[config.mk]
export PLATFORM = sky130hd
export DESIGN_NAME = parking_gate_controller
export DESIGN_NICKNAME = d
export VERILOG_FILES = /design/src/rtl/parking_gate_controller.sv
export SDC_FILE = /design/constraint.sdc
export NUM_CORES = 1
export LEC_CHECK = 0
export CELL_PAD_IN_SITES_DETAIL_PLACEMENT = 1
export CELL_PAD_IN_SITES_GLOBAL_PLACEMENT = 2
export CORE_MARGIN = 2
export CORE_UTILIZATION = 40
export DETAILED_ROUTE_END_ITERATION = 7
export PLACE_DENSITY_LB_ADDON = 0.1
export SETUP_SLACK_MARGIN = 0.2
export SLEW_MARGIN = 40
export SYNTH_ARGS = -nofsm -noshare
export SYNTH_HDL_FRONTEND = slang
export SYNTH_SLANG_ARGS = --single-unit
[constraint.sdc]
create_clock -name clk -period 3.8 [get_ports clk]
set_input_delay 0.38 -clock clk [delete_from_list [all_inputs] [get_ports clk]]
set_output_delay 0.38 -clock clk [all_outputs]
set_load 0.02 [all_outputs]
[src/rtl/parking_gate_controller.sv]
// Gate sequencer in front of car_parking_system: sensor debounce, one FSM per gate, car_enter/car_leave arbiter.
// Optional build macro PARKING_GATE_STATS_EN adds saturating entries/denials/timeouts counters.
module parking_gate_controller #(
  parameter int unsigned DEBOUNCE_CYCLES = 4,
  parameter int unsigned ALLOC_WAIT      = 4,
  parameter int unsigned GATE_TIMEOUT    = 50
) (
  input  logic        clk,
  input  logic        reset,
  input  logic        entry_sensor,
  input  logic        entry_passed,
  input  logic        exit_sensor,
  input  logic        exit_passed,
  input  logic        parking_full,
  input  logic        spot_allocated,
  output logic        car_enter,
  output logic        car_leave,
  output logic        entry_gate_open,
  output logic        exit_gate_open,
`ifdef PARKING_GATE_STATS_EN
  output logic [15:0] entries_total,
  output logic [15:0] denials_total,
  output logic [15:0] timeouts_total,
`endif
  output logic        entry_denied
);

  localparam int unsigned TMR_MAX = (GATE_TIMEOUT > ALLOC_WAIT) ? GATE_TIMEOUT : ALLOC_WAIT;
  localparam int unsigned TW      = $clog2(TMR_MAX + 1);
  typedef logic [TW-1:0] tmr_t;
  localparam tmr_t ALLOC_LAST = tmr_t'(ALLOC_WAIT - 1);
  localparam tmr_t GATE_LAST  = tmr_t'(GATE_TIMEOUT - 1);

  typedef enum logic [2:0] {E_IDLE, E_DEBOUNCE, E_REQ, E_ALLOC, E_OPEN, E_DENY, E_CLEAR} e_state_t;
  typedef enum logic [1:0] {X_IDLE, X_DEBOUNCE, X_OPEN, X_CLEAR} x_state_t;

  e_state_t   e_state_q;
  x_state_t   x_state_q;
  logic [1:0] e_sync_q, x_sync_q;
  logic [3:0] e_cnt_q, x_cnt_q;
  tmr_t       e_tmr_q, x_tmr_q;
  logic       enter_pend_q;
  logic [1:0] leave_pend_q, leave_pend_d;
  logic [2:0] leave_sum;

  logic e_s, x_s, e_acc, x_acc;
  logic e_alloc_exp, e_open_exp, e_refund, x_pass, x_open_exp;
  logic enter_set, issue_enter, issue_leave;

  function automatic logic [3:0] deb_next(input logic s, input logic [3:0] c);
    if (!s) return 4'd0;
    return (c == 4'hF) ? c : c + 4'd1;
  endfunction

  // Acceptance fires on the sample that completes DEBOUNCE_CYCLES consecutive highs.
  assign e_s   = e_sync_q[1];
  assign x_s   = x_sync_q[1];
  assign e_acc = e_s && ((5'(e_cnt_q) + 5'd1) >= 5'(DEBOUNCE_CYCLES));
  assign x_acc = x_s && ((5'(x_cnt_q) + 5'd1) >= 5'(DEBOUNCE_CYCLES));

  assign e_alloc_exp = (e_state_q == E_ALLOC) && !spot_allocated && (e_tmr_q == ALLOC_LAST);
  assign e_open_exp  = (e_state_q == E_OPEN) && !entry_passed && (e_tmr_q == GATE_LAST);
  assign e_refund    = e_alloc_exp | e_open_exp;
  assign x_pass      = (x_state_q == X_OPEN) && exit_passed;
  assign x_open_exp  = (x_state_q == X_OPEN) && !exit_passed && (x_tmr_q == GATE_LAST);

  assign enter_set   = (e_state_q == E_REQ) && !enter_pend_q;
  assign issue_leave = (leave_pend_q != 2'd0);
  assign issue_enter = enter_pend_q && !issue_leave;

  // NOTE: every always_comb output is fully assigned on each pass, so no latch can be inferred.
  always_comb begin
    leave_sum    = {1'b0, leave_pend_q} - {2'b0, issue_leave} + {2'b0, e_refund} + {2'b0, x_pass};
    leave_pend_d = (leave_sum > 3'd3) ? 2'd3 : leave_sum[1:0];
  end

  // NOTE: async active-low reset on every flop; sequential state uses non-blocking assignments only.
  always_ff @(posedge clk or negedge reset) begin
    if (!reset) begin
      e_sync_q     <= '0;
      x_sync_q     <= '0;
      e_cnt_q      <= '0;
      x_cnt_q      <= '0;
      enter_pend_q <= 1'b0;
      leave_pend_q <= '0;
      car_enter    <= 1'b0;
      car_leave    <= 1'b0;
    end else begin
      e_sync_q     <= {e_sync_q[0], entry_sensor};
      x_sync_q     <= {x_sync_q[0], exit_sensor};
      e_cnt_q      <= deb_next(e_s, e_cnt_q);
      x_cnt_q      <= deb_next(x_s, x_cnt_q);
      enter_pend_q <= enter_set | (enter_pend_q & ~issue_enter);
      leave_pend_q <= leave_pend_d;
      car_enter    <= issue_enter;
      car_leave    <= issue_leave;
    end
  end

  always_ff @(posedge clk or negedge reset) begin
    if (!reset) begin
      e_state_q       <= E_IDLE;
      e_tmr_q         <= '0;
      entry_gate_open <= 1'b0;
      entry_denied    <= 1'b0;
    end else begin
      case (e_state_q)
        E_IDLE:     if (e_s) e_state_q <= E_DEBOUNCE;
        E_DEBOUNCE: begin
          if (!e_s) begin
            e_state_q <= E_IDLE;
          end else if (e_acc) begin
            if (parking_full) begin
              e_state_q    <= E_DENY;
              entry_denied <= 1'b1;
            end else begin
              e_state_q <= E_REQ;
            end
          end
        end
        E_REQ: begin
          if (issue_enter) begin
            e_state_q <= E_ALLOC;
            e_tmr_q   <= '0;
          end
        end
        E_ALLOC: begin
          if (spot_allocated) begin
            e_state_q       <= E_OPEN;
            e_tmr_q         <= '0;
            entry_gate_open <= 1'b1;
          end else if (e_alloc_exp) begin
            e_state_q    <= E_DENY;
            entry_denied <= 1'b1;
          end else begin
            e_tmr_q <= e_tmr_q + tmr_t'(1);
          end
        end
        // Sensor level and parking_full are deliberately ignored once the barrier is up.
        E_OPEN: begin
          if (entry_passed || e_open_exp) begin
            e_state_q       <= E_CLEAR;
            entry_gate_open <= 1'b0;
          end else begin
            e_tmr_q <= e_tmr_q + tmr_t'(1);
          end
        end
        E_DENY: begin
          if (!e_s) begin
            e_state_q    <= E_IDLE;
            entry_denied <= 1'b0;
          end
        end
        E_CLEAR:    if (!e_s && !entry_passed) e_state_q <= E_IDLE;
        default: begin
          e_state_q       <= E_IDLE;
          entry_gate_open <= 1'b0;
          entry_denied    <= 1'b0;
        end
      endcase
    end
  end

  always_ff @(posedge clk or negedge reset) begin
    if (!reset) begin
      x_state_q      <= X_IDLE;
      x_tmr_q        <= '0;
      exit_gate_open <= 1'b0;
    end else begin
      case (x_state_q)
        X_IDLE:     if (x_s) x_state_q <= X_DEBOUNCE;
        X_DEBOUNCE: begin
          if (!x_s) begin
            x_state_q <= X_IDLE;
          end else if (x_acc) begin
            x_state_q      <= X_OPEN;
            x_tmr_q        <= '0;
            exit_gate_open <= 1'b1;
          end
        end
        X_OPEN: begin
          if (exit_passed || x_open_exp) begin
            x_state_q      <= X_CLEAR;
            exit_gate_open <= 1'b0;
          end else begin
            x_tmr_q <= x_tmr_q + tmr_t'(1);
          end
        end
        X_CLEAR:    if (!x_s && !exit_passed) x_state_q <= X_IDLE;
        default: begin
          x_state_q      <= X_IDLE;
          exit_gate_open <= 1'b0;
        end
      endcase
    end
  end

`ifdef PARKING_GATE_STATS_EN
  logic       e_deny_evt, e_entry_evt;
  logic [1:0] tmo_inc;

  assign e_deny_evt  = ((e_state_q == E_DEBOUNCE) && e_acc && parking_full) || e_alloc_exp;
  assign e_entry_evt = (e_state_q == E_OPEN) && entry_passed;
  assign tmo_inc     = {1'b0, e_open_exp} + {1'b0, x_open_exp};

  function automatic logic [15:0] sat_add(input logic [15:0] v, input logic [1:0] inc);
    logic [16:0] s;
    s = {1'b0, v} + {15'd0, inc};
    return s[16] ? 16'hFFFF : s[15:0];
  endfunction

  always_ff @(posedge clk or negedge reset) begin
    if (!reset) begin
      entries_total  <= '0;
      denials_total  <= '0;
      timeouts_total <= '0;
    end else begin
      entries_total  <= sat_add(entries_total, {1'b0, e_entry_evt});
      denials_total  <= sat_add(denials_total, {1'b0, e_deny_evt});
      timeouts_total <= sat_add(timeouts_total, tmo_inc);
    end
  end
`endif

endmodule

==> After elaboration in Yosys (flattened, before gate mapping) <==
Index checks and enable logic that the tools add are counted.
{ "word_totals": {"regBits": 37, "out_inout_bits": 5} }
{ "classes": {"n_reduce_logical": 36, "n_mux": 45, "eq_ne": 38, "n_lt_le_gt_ge": 3, "n_bitwise": 6, "addsub": 9} }
{ "op_table": {"columns": ["op", "n"], "rows": [
  ["6-bit two-way mux", 7],
  ["2-bit != test, second input constant", 18],
  ["3-bit two-way mux", 10],
  ["3-bit case mux with 7 select lines", 1],
  ["6-bit case mux with 3 select lines", 1],
  ["4-bit two-way mux", 4],
  ["4-bit AND reduction", 4],
  ["7-bit AND reduction", 2],
  ["1-bit logical AND", 13],
  ["6-bit by 1-bit adder with 6-bit output, second input constant", 2],
  ["6-bit equality test, second input constant", 2],
  ["2-bit two-way mux", 6],
  ["3-bit != test, second input constant", 4],
  ["6-bit case mux with 2 select lines", 1],
  ["1-bit two-way mux", 11],
  ["4-bit by 1-bit adder with 5-bit output, second input constant", 2],
  ["5-bit by 3-bit greater-or-equal comparator with 1-bit output, second input constant", 2],
  ["3-bit equality test, second input constant", 3],
  ["4-bit by 1-bit adder with 4-bit output, second input constant", 2],
  ["4-bit equality test, second input constant", 2],
  ["2-bit case mux with 4 select lines", 1],
  ["1-bit zero test", 7],
  ["3-bit by 1-bit adder with 3-bit output", 2],
  ["3-bit by 2-bit equality test with 1-bit output, second input constant", 2],
  ["21 further kinds", 28]
]} }

==> Longest topological paths before layout <==
Gate-level depths: netlist (run 1).
{ "depth": {"word_depth": 8, "mapped_depth": 10, "depth_no_buf": 10} }

==> Worst setup path after synthesis (run 1) <==
Ideal clock, no wire load.
{ "synth_path": {"path_kind": "reg2reg", "start": "reg e_state_q[1]", "end": "reg leave_pend_q[0]", "setup_ns": 0.123, "path_stages_with_launch": 9, "slack_ns": 1.214, "t_arrival_ns": 2.463, "required_ns": 3.677, "n_path_buf": 0, "period_less_slack_ns": 2.586, "path_cell_list": "dfrtp_1 -> or4b_4 -> o22a_1 -> ha_1 -> inv_1 -> fa_1 -> fa_1 -> xor2_1 -> nand2b_1"} }
{ "synth_between": {"elab_chain_len": 8, "elab_cells_between_ends": 11, "classes_between": "2 x add/sub; 1 x order compare; 2 x eq/ne; 1 x mux; 1 x bitwise; 4 x reduce/logical"} }
{ "synth_lines": {"columns": ["item", "line_no", "source"], "rows": [
  ["start, declared", "37", "e_state_t e_state_q;"],
  ["start signal, assigned", "102", "e_state_q <= E_IDLE;"],
  ["start signal, assigned", "108", "E_IDLE: if (e_s) e_state_q <= E_DEBOUNCE;"],
  ["start signal, assigned", "111", "e_state_q <= E_IDLE;"],
  ["3-bit by 2-bit equality test with 1-bit output / 3-bit equality test (equally long branches)", "61, 62", null],
  ["1-bit logical AND, on equally long branches (2 in a row)", "61, 62", null],
  ["1-bit bitwise OR *", "63", "assign e_refund = e_alloc_exp | e_open_exp;"],
  ["3-bit by 1-bit adder with 3-bit output * (2 in a row)", "73", "leave_sum = {1'b0, leave_pend_q} - {2'b0, issue_leave} + {2'b0, e_refund} + {2'b0, x_pass};"],
  ["3-bit by 2-bit > comparator with 1-bit output", "74", "leave_pend_d = (leave_sum > 3'd3) ? 2'd3 : leave_sum[1:0];"],
  ["2-bit two-way mux *", "74", null],
  ["via leave_pend_d[0]", "43", "logic [1:0] leave_pend_q, leave_pend_d;"],
  ["end signal, assigned", "94", "leave_pend_q <= leave_pend_d;"],
  ["end, declared", "43", null]
]} }
The timed path passes the listed nets; every way through them passes the cells marked *.
A chain may end at the register's enable or synchronous reset.

==> Worst setup path after layout (run 1) <==
{ "layout_path": {"start": "reg e_state_q[1]", "end": "reg leave_pend_q[1]"} }
The elaborated chain is that of the path after synthesis.

==> impl_results.md, run 1 <==
- CP cell instances: or4b_4 > o22a_1 > ha_1 > inv_1 > fa_1 > fa_1 > xor2_1 > nand2b_1
- Async set or reset register ratio after synthesis: 1.000
- Fin. max-slew vios: 0
- Drt first-iter violations: 52
- Vias in the first global route: 1720
- CP dominant cell by count: fa_1
- First-pass GRT wire length: 8.024 mm
- Clock Latency Late Sink: 0.29 ns
- Vias/cell: 5.577
- Setup_tns: 0 ns
- Area Overhead vs Synth: 15.13%
- Antenna cells: 0
- Crit path arrival time: 3.06 ns
- Minimum clock period: 2.878 ns
- Main synth FF type: dfrtp_1
- Crit path max-delay family: adder cells
- Worst-path fanout max: 17
- Reg2Reg Depth: 8
- Total iterations of the first detailed-routing run: 4
- GRT overflow: 0
- Setup violators final: 0
- Outcome: complete, no violations
- Initial Utilization: 0.4217
- Full die area: 5630 sq um
- Yosys cell types: 44
- Cells after DPL: 283
- Crit end category: register
- Nets: 242
- Worst EP required: 3.98 ns
- Buffers and inverters on the worst path: 1
- Post-detail-place hpwl: 3.431 mm
- CTS tree: done
- Die H: 75.03 microns
- Clk root buf: clkbuf_8
- Max rail drop VDD: 0.0002369 V
- Post-synth EDFFs: 0
- IO Port Bufs: 12
- Count of state elements after synthesis: 37
- RSZ-0062 raised after global routing: no
- Cts repair resizes: 0
- Setup CP Type: register to register
- Area of the core: 4786 sq um
- Reg-to-Reg End: leave_pend_q[1]
- Cells after Synth: 207
- Maxcap violations: 0
- Hold_buf cts: 0
- Syn. warnings: 0
- Worst-path clk slew: 0.08 ns
- Ratio of cells with drive above 1 in the final layout: 0.07143
- Synth Net Count: 226
- Post-DRT Antenna Nets: 0
- Fin cells: 291
- Worst path slowest cell: or4b_4
- Total Routing Usage GR: 0.1876
- Slowest stage delay, CP: 0.63 ns
- Clk buf depth: 2
- Clock Sinks: 37
- Vias: 1623
- Die width: 75.03 microns
- Fin crit share: 0.7573
- Ports: 13
- Initial antenna violation count: 0
- Gp weighted congestion: 0.7951
- Synthesized area per cell: 9.750 sq um
- Leak: 0.9909 nW
- CP Launch Type: register
- CTS buffer count: 5
- Slew HR: 0.5421
- Sequential share of the synthesized area: 0.4588
- Clock skew: 0.008486 ns
- Largest net degree at the start of global routing: 38
- Worst reg2reg setup slack: 0.92 ns
- Worst r2r src: e_state_q[1]
- Drt wl/cell: 15.76 microns
- Worst Hold Class: input port to asynchronous set/reset pin
- Std-Cell Rows: 25
- Routed wire length: 4.587 mm
- Power Dens Cells: 600.0 nW/um^2
- Tightest Pin Transition: 0.6796 ns
- Final Hold Fails: 0
- CP Depth: 8
- Post-CTS setup buffer count: 0
- DRC: 0
- H-tree levels: 2
- Maximum clock rate: 347.5 MHz
- Syn Std Cell Area: 2018 sq um
-- cell families after synthesis --
group / count (synthesis) / share of synthesized area
AOI/OAI and AO/OA: 60 / 0.1854
buffers and inverters: 17 / 0.03162
muxes: 10 / 0.05084
DFF: 37 / 0.4588
adders and majority gates: 11 / 0.07564
and+or+nand+nor: 68 / 0.1804
xor gates and xnor gates: 4 / 0.01736
-- registers in the layout, indices dropped and copies added (netlist names), named ones only --
register         flops
x_cnt_q              4
e_sync_q             2
enter_pend_q         1
leave_pend_q         2
entry_denied         1
x_state_q            1
e_state_q            3
exit_gate_open       1
x_tmr_q              6
entry_gate_open      1
x_sync_q             2
car_leave            1
e_tmr_q              6
e_cnt_q              4
car_enter            1
-- stage by stage --
step	utilization	hold WS, ns	worst slack [ns]	power, mW	instance area, sq um
final	0.4855	0.03907	0.9221	1.394	2323
after global placement	0.4617	0.3352	0.8161	1.025	2210
after floorplan	-	0.08441	1.214	0.8949	2018
after detailed placement	0.4617	0.3426	0.7495	1.064	2210
after CTS	0.4850	0.2081	0.8983	1.412	2321
after global routing	0.4855	0.07058	0.7364	1.507	2323
-- layout by cell type (no fill, tap or decap), types with 2 or more instances in the layout --
cell | Yosys | routed
dfrtp_1 | 37 | 37
a21oi_1 | 19 | 19
o21ai_0 | 16 | 16
nor2_1 | 15 | 15
nand2_1 | 14 | 14
inv_1 | 13 | 13
clkdlybuf4s50_1 | 0 | 11
nand3_1 | 9 | 9
ha_1 | 9 | 9
mux2i_1 | 8 | 8
nand2b_1 | 6 | 6
clkbuf_8 | 0 | 5
a211oi_1 | 4 | 4
a31oi_1 | 4 | 4
or3_1 | 4 | 4
o31ai_1 | 3 | 3
o22ai_1 | 3 | 3
nand4_1 | 2 | 2
nor2b_1 | 2 | 2
o22a_1 | 2 | 2
nor3b_1 | 2 | 2
xor2_1 | 2 | 2
nor3_1 | 2 | 2
nor4bb_1 | 2 | 2
and3_1 | 2 | 2
xnor2_1 | 2 | 2
mux2_2 | 2 | 2
fa_1 | 2 | 2
buf_4 | 0 | 2
-- cell usage after synthesis, drive strengths merged, types with 2 or more instances --
| library cell | number | area, sq um |
|---|---|---|
| clkbuf | 4 | 15.01 |
| and3 | 2 | 12.51 |
| xor2 | 2 | 17.52 |
| xnor2 | 2 | 17.52 |
| a31oi | 4 | 25.02 |
| nor4bb | 2 | 20.02 |
| ha | 9 | 112.6 |
| inv | 13 | 48.80 |
| o31ai | 3 | 22.52 |
| fa | 2 | 40.04 |
| nand3 | 9 | 45.04 |
| a21oi | 20 | 103.9 |
| nor2b | 2 | 12.51 |
| nand4 | 2 | 12.51 |
| nor3b | 2 | 15.01 |
| mux2i | 8 | 80.08 |
| o21ai | 16 | 80.08 |
| nand2b | 6 | 37.54 |
| nand2 | 14 | 52.55 |
| nor3 | 2 | 10.01 |
| a41oi | 2 | 25.03 |
| o22a | 2 | 17.52 |
| nor2 | 15 | 56.30 |
| mux2 | 2 | 22.52 |
| o22ai | 3 | 18.77 |
| or3 | 4 | 25.02 |
| a211oi | 4 | 30.03 |
| dfrtp | 37 | 925.9 |
-- routing by layer --
layer | up-vias | GRT usage | routed length [microns]
li1 | 783 | - | -
met1 | 817 | 0.2460 | 2124
met2 | 16 | 0.3119 | 2312
met3 | 7 | 0.03481 | 89
met4 | 0 | 0.06548 | 61
met5 | - | 0 | 0
-- worst max-delay path by stage --
| stage | startpoint | to | slack, ns |
|---|---|---|---|
| after floorplan | e_state_q[1] | leave_pend_q[0] | 1.21 |
| after global placement | entry_passed | leave_pend_q[1] | 0.82 |
| after detailed placement | entry_passed | leave_pend_q[1] | 0.75 |
| after CTS | e_state_q[1] | leave_pend_q[1] | 0.90 |
| after global routing | e_state_q[1] | leave_pend_q[1] | 0.74 |
| final | e_state_q[1] | leave_pend_q[1] | 0.92 |
-- where the power goes --
group / total, mW / switching, mW / internal (mW) / leakage (nW)
Clock: 0.343 / 0.145 / 0.197 / 0.0554
Sequential: 0.575 / 0.101 / 0.474 / 0.468
Combinational: 0.476 / 0.262 / 0.214 / 0.468
-- cell type report --
type | count | area, sq um
Clock buffer | 6 | 72.57
Clock inverter | 2 | 38.79
Fill cell | 557 | 2462
Inverter | 13 | 48.80
Multi-Input combinational cell | 153 | 1028
Sequential cell | 37 | 925.9
Tap cell | 67 | 83.83
Timing Repair Buffer | 13 | 125.1
No activity file was read; power rests on OpenSTA's default activity.
==> inputs of run 2 (changes only) <==
--- a/config.mk
+++ b/config.mk
@@ -8,7 +8,7 @@
 export CELL_PAD_IN_SITES_DETAIL_PLACEMENT = 1
 export CELL_PAD_IN_SITES_GLOBAL_PLACEMENT = 2
 export CORE_MARGIN = 2
-export CORE_UTILIZATION = 40
+export CORE_UTILIZATION = 38
 export DETAILED_ROUTE_END_ITERATION = 7
 export PLACE_DENSITY_LB_ADDON = 0.1
 export SETUP_SLACK_MARGIN = 0.2
==> constraint.sdc (replaced) <==
create_clock -name clk -period 2.9 [get_ports clk]
set_input_delay 0.29 -clock clk [delete_from_list [all_inputs] [get_ports clk]]
set_output_delay 0.29 -clock clk [all_outputs]
set_load 0.02 [all_outputs]
==> impl_results.md, run 2 (same netlist as run 1, synthesis figures left out) <==
- First-pass GRT wire length: 8.286 mm
- Full die area: 5910 sq um
- Crit end category: register
- Final Hold Fails: 0
- Vias in the first global route: 1753
- NetSw: 669.9 uW
- Clock Sinks: 37
- GRT overflow: 0
- Largest net degree at the start of global routing: 21
- Clk buf depth: 2
- Fin util: 0.4659
- Worst Hold Class: register to register
- Routed wire length: 4.711 mm
- Gp weighted congestion: 0.8259
- Worst EP required: 3.07 ns
- Initial Utilization: 0.3951
- H-tree levels: 2
- Post-DRT Antenna Nets: 0
- CP Launch Type: register
- Max rail drop VDD: 0.0002567 V
- Crit path arrival time: 2.75 ns
- Crit path max-delay family: adder cells
- Worst-path fanout max: 2
- Outcome: complete, no violations
- CTS tree: done
- Slew HR: 0.5253
- Ratio of cells with drive above 1 in the final layout: 0.1004
- Worst-path clk slew: 0.07 ns
- Drt first-iter violations: 51
- Most frequent cells in the layout: dfrtp_1 (37), a21oi_1 (19), o21ai_0 (16)
- Die H: 76.88 microns
- Final Power: 1.811 mW
- IO Port Bufs: 12
- Clk root buf: clkbuf_8
- Antenna cells: 0
- Total Routing Usage GR: 0.1738
- Worst path slowest cell: or4b_4
- Slowest stage delay, CP: 0.54 ns
- Post-detail-place hpwl: 3.622 mm
- Total iterations of the first detailed-routing run: 4
- Vias/cell: 5.505
- DRC: 0
- Nets: 247
- Std-Cell Rows: 26
- Sw frac: 0.3699
- Sequential power share: 0.396
- Gate power share: 0.385
- Dpl ws: -0.06572 ns
- Pint: 1.141 mW
- Drt wl/cell: 15.76 microns
- Tightest Pin Transition: 0.7045 ns
- Initial antenna violation count: 0
- Minimum clock period: 2.586 ns
- Setup violators final: 0
- Power Dens Cells: 760.9 nW/um^2
- Clock skew: 0.009364 ns
- Area Overhead vs Synth: 17.92%
- Maxcap violations: 0
- Clock Latency Late Sink: 0.29 ns
- Setup_tns: 0 ns
- Post-route setup slack: 0.3136 ns
- Fin crit share: 0.8919
- Most common cell after layout, fill and taps aside: dfrtp_1
- Die width: 76.88 microns
- Leak: 1.020 nW
- Setup CP Type: register to register
- RSZ-0062 raised after global routing: no
- Ports: 13
- Clock Power Share: 0.220
- Area of the core: 5107 sq um
- CTS buffer count: 5
- Buffers and inverters on the worst path: 1
- Fin. max-slew vios: 0
- Vias: 1646
- CP cell instances: or4b_4 > o22a_1 > ha_1 > inv_1 > fa_2 > fa_1 > xor2_1 > nand2b_1
- Biggest regs: e_tmr_q (6), x_tmr_q (6)
- Maximum clock rate: 386.6 MHz
run 2: per-stage QoR:
step | cell area, sq um | hold WS (ns) | cells
2_1_floorplan | 2018 | -0.005591 | 207
4_1_cts | 2375 | 0.3576 | 299
6_report | 2380 | 0.3547 | 299
3_5_place_dp | 2263 | 0.2764 | 290
5_1_grt | 2380 | 0.3599 | 299
3_3_place_gp | 2236 | 0.3350 | 289
run 2: what timing repair did:
action,CTS,global route
resized for setup,0,2
setup buffers,0,0
hold endpoints to repair,17,0
endpoints found under the setup margin,0,2
hold buffers,1,0
run 2: metal layers:
layer,part of all wire,routed length (microns),GRT usage,vias up
met5,0,0,0,-
met3,0.027,126,0.03176,4
met2,0.52,2450,0.3061,21
met1,0.44,2094,0.2194,832
met4,0.0085,40,0.04364,0
li1,-,-,-,789
run 2: worst paths after layout:
kind                              endpoint  cells after the start    startpoint  slack, ns
setup / recovery           leave_pend_q[1]                      8  e_state_q[1]       0.31
hold / removal                 e_sync_q[1]                      0   e_sync_q[0]       0.35
setup reg to reg           leave_pend_q[1]                      8  e_state_q[1]       0.31
hold reg to reg                e_sync_q[1]                      0   e_sync_q[0]       0.35
max in group asynchronous       e_cnt_q[1]                      3         reset       1.93
min in group asynchronous       x_tmr_q[4]                      2         reset       0.50
run 2: final cells by class:
cell class / count / area (sq um)
multi-input combinational: 153 / 1033
fill: 598 / 2728
clock buffer: 7 / 96.34
tap: 70 / 87.58
clock inverter: 1 / 5.005
timing repair buffer: 18 / 182.7
sequential: 37 / 925.9
inverter: 13 / 48.80
run 2: worst reg2reg max path, delay by kind of cell, from the launching register on:
| kind | cells | cell delay [ns] |
|---|---|---|
| buffers and inverters | 1 | 0.06 |
| DFF | 1 | 0.38 |
| AOI/OAI and AO/OA | 1 | 0.22 |
| adders and majority gates | 3 | 1.01 |
| and+or+nand+nor | 2 | 0.62 |
| xor gates and xnor gates | 1 | 0.19 |
run 2: power groups by stage:
stage / registers, mW / logic, mW / clock network (mW)
finish: 0.716 / 0.697 / 0.398
global route: 0.733 / 0.791 / 0.441
CTS: 0.717 / 0.709 / 0.416
detailed placement: 0.728 / 0.702 / 0
global placement: 0.719 / 0.648 / 0
floorplan: 0.743 / 0.430 / 0
==> inputs of run 3 (changes only) <==
--- a/config.mk
+++ b/config.mk
@@ -10,6 +10,7 @@
 export CORE_MARGIN = 2
 export CORE_UTILIZATION = 38
 export DETAILED_ROUTE_END_ITERATION = 7
+export MAX_ROUTING_LAYER = met4
 export PLACE_DENSITY_LB_ADDON = 0.1
 export SETUP_SLACK_MARGIN = 0.2
 export SLEW_MARGIN = 40
==> impl_results.md, run 3 (same netlist as run 1, synthesis figures left out) <==
- Outcome: complete, no violations
- Leak: 1.020 nW
- Vias in the first global route: 1753
- Maximum clock rate: 386.6 MHz
- Fin util: 0.4659
- Fin crit share: 0.8919
- Die H: 76.88 microns
- Std-Cell Rows: 26
- Power Dens Cells: 761.0 nW/um^2
- Ratio of cells with drive above 1 in the final layout: 0.1004
- Fin. max-slew vios: 0
- IO Port Bufs: 12
- Gp weighted congestion: 0.8385
- Crit path arrival time: 2.75 ns
- Worst-path fanout max: 2
- Final Hold Fails: 0
- Setup_tns: 0 ns
- Slew HR: 0.5198
- Vias/cell: 5.518
- Clk root buf: clkbuf_8
- Post-CTS setup buffer count: 0
- Tightest Pin Transition: 0.7128 ns
- Largest net degree at the start of global routing: 21
- Clock skew: 0.01003 ns
- Die width: 76.88 microns
- Most frequent cells in the layout: dfrtp_1 (37), a21oi_1 (19), o21ai_0 (16)
- Total iterations of the first detailed-routing run: 4
- Placed instance area: 2263 sq um
- Full die area: 5910 sq um
- Maxcap violations: 0
- Worst EP required: 3.07 ns
- Most common cell after layout, fill and taps aside: dfrtp_1
- Max rail drop VDD: 0.0002556 V
- Post-DRT Antenna Nets: 0
- Setup violators final: 0
- GRT overflow: 0
- Fin cells: 299
- Area Overhead vs Synth: 17.92%
- Worst-path clk slew: 0.07 ns
- Minimum clock period: 2.587 ns
- DRC: 0
- Drt wl/cell: 15.80 microns
- CP Launch Type: register
- Drt first-iter violations: 60
- Routed wire length: 4.724 mm
- Antenna cells: 0
- Post-detail-place hpwl: 3.622 mm
- CTS tree: done
- Cells after DPL: 290
- Setup CP Type: register to register
- Area of the core: 5107 sq um
- Biggest regs: e_tmr_q (6), x_tmr_q (6)
- Initial Utilization: 0.3951
- CTS buffer count: 5
- Clock Sinks: 37
- Vias: 1650
- Ports: 13
- Worst Hold Class: register to register
- RSZ-0062 raised after global routing: no
- Clock Latency Late Sink: 0.29 ns
- H-tree levels: 2
- Total Routing Usage GR: 0.1790
- Initial antenna violation count: 0
- First-pass GRT wire length: 8.286 mm
- Nets: 247
- Crit end category: register
- Clk buf depth: 2
- Cell area after layout: 2380 sq um
==> run 3: cell counts in the layout (fill, tap and decap cells not counted) <==
No cell type changed its count.
==> run 3: area by class of cell <==
type                    instances  area [sq um]
well taps                      70         87.58
flip-flops and latches         37         925.9
repair buffers                 18         182.7
clock inverters                 1         5.005
multi-input cells             153          1033
inverters                      13         48.80
clock buffers                   7         96.34
fillers                       598          2728
==> run 3: final timing paths <==
check	startpoint	endpoint	slack [ns]	depth (start not counted)
worst max register to register	e_state_q[1]	leave_pend_q[1]	0.31	8
worst max-delay path	e_state_q[1]	leave_pend_q[1]	0.31	8
min in group asynchronous	reset	x_tmr_q[4]	0.50	2
max in group asynchronous	reset	e_cnt_q[1]	1.93	3
worst min-delay path	e_sync_q[0]	e_sync_q[1]	0.35	0
worst min register to register	e_sync_q[0]	e_sync_q[1]	0.35	0
==> run 3: timing repair <==
item / 4_1_cts / 5_1_grt
setup endpoints to repair: 0 / 2
hold buffers: 1 / 0
gates resized for setup: 0 / 2
endpoints found under the hold margin: 17 / 0
==> run 3: where the power goes <==
part	total [mW]	switching, mW	internal (mW)
Sequential	0.717	0.0946	0.622
Combinational	0.696	0.392	0.304
Clock	0.398	0.183	0.215
Total	1.81	0.670	1.14
==> run 3: stage by stage <==
stage | power (mW) | hold WS [ns] | setup WS [ns]
floorplan | 1.173 | -0.005591 | 0.3138
global placement | 1.367 | 0.3350 | 0.02164
detailed placement | 1.430 | 0.2764 | -0.06572
CTS | 1.842 | 0.3576 | 0.2235
global route | 1.965 | 0.3599 | 0.2031
finish | 1.811 | 0.3545 | 0.3134
==> run 3: layer usage <==
metal | vias up | wire length, microns | global-route usage
met2 | 29 | 2410 | 0.3026
li1 | 788 | - | -
met4 | 0 | 40 | 0.04364
met3 | 4 | 135 | 0.03176
met5 | - | 0 | -
met1 | 829 | 2137 | 0.2231
==> run 3: critical path: stages, from the launching register on <==
cell and delay, ns:
dfrtp_1 0.38, or4b_4 0.54, o22a_1 0.22, ha_1 0.27, inv_1 0.06, fa_2 0.36
fa_1 0.38, xor2_1 0.19, nand2b_1 0.08
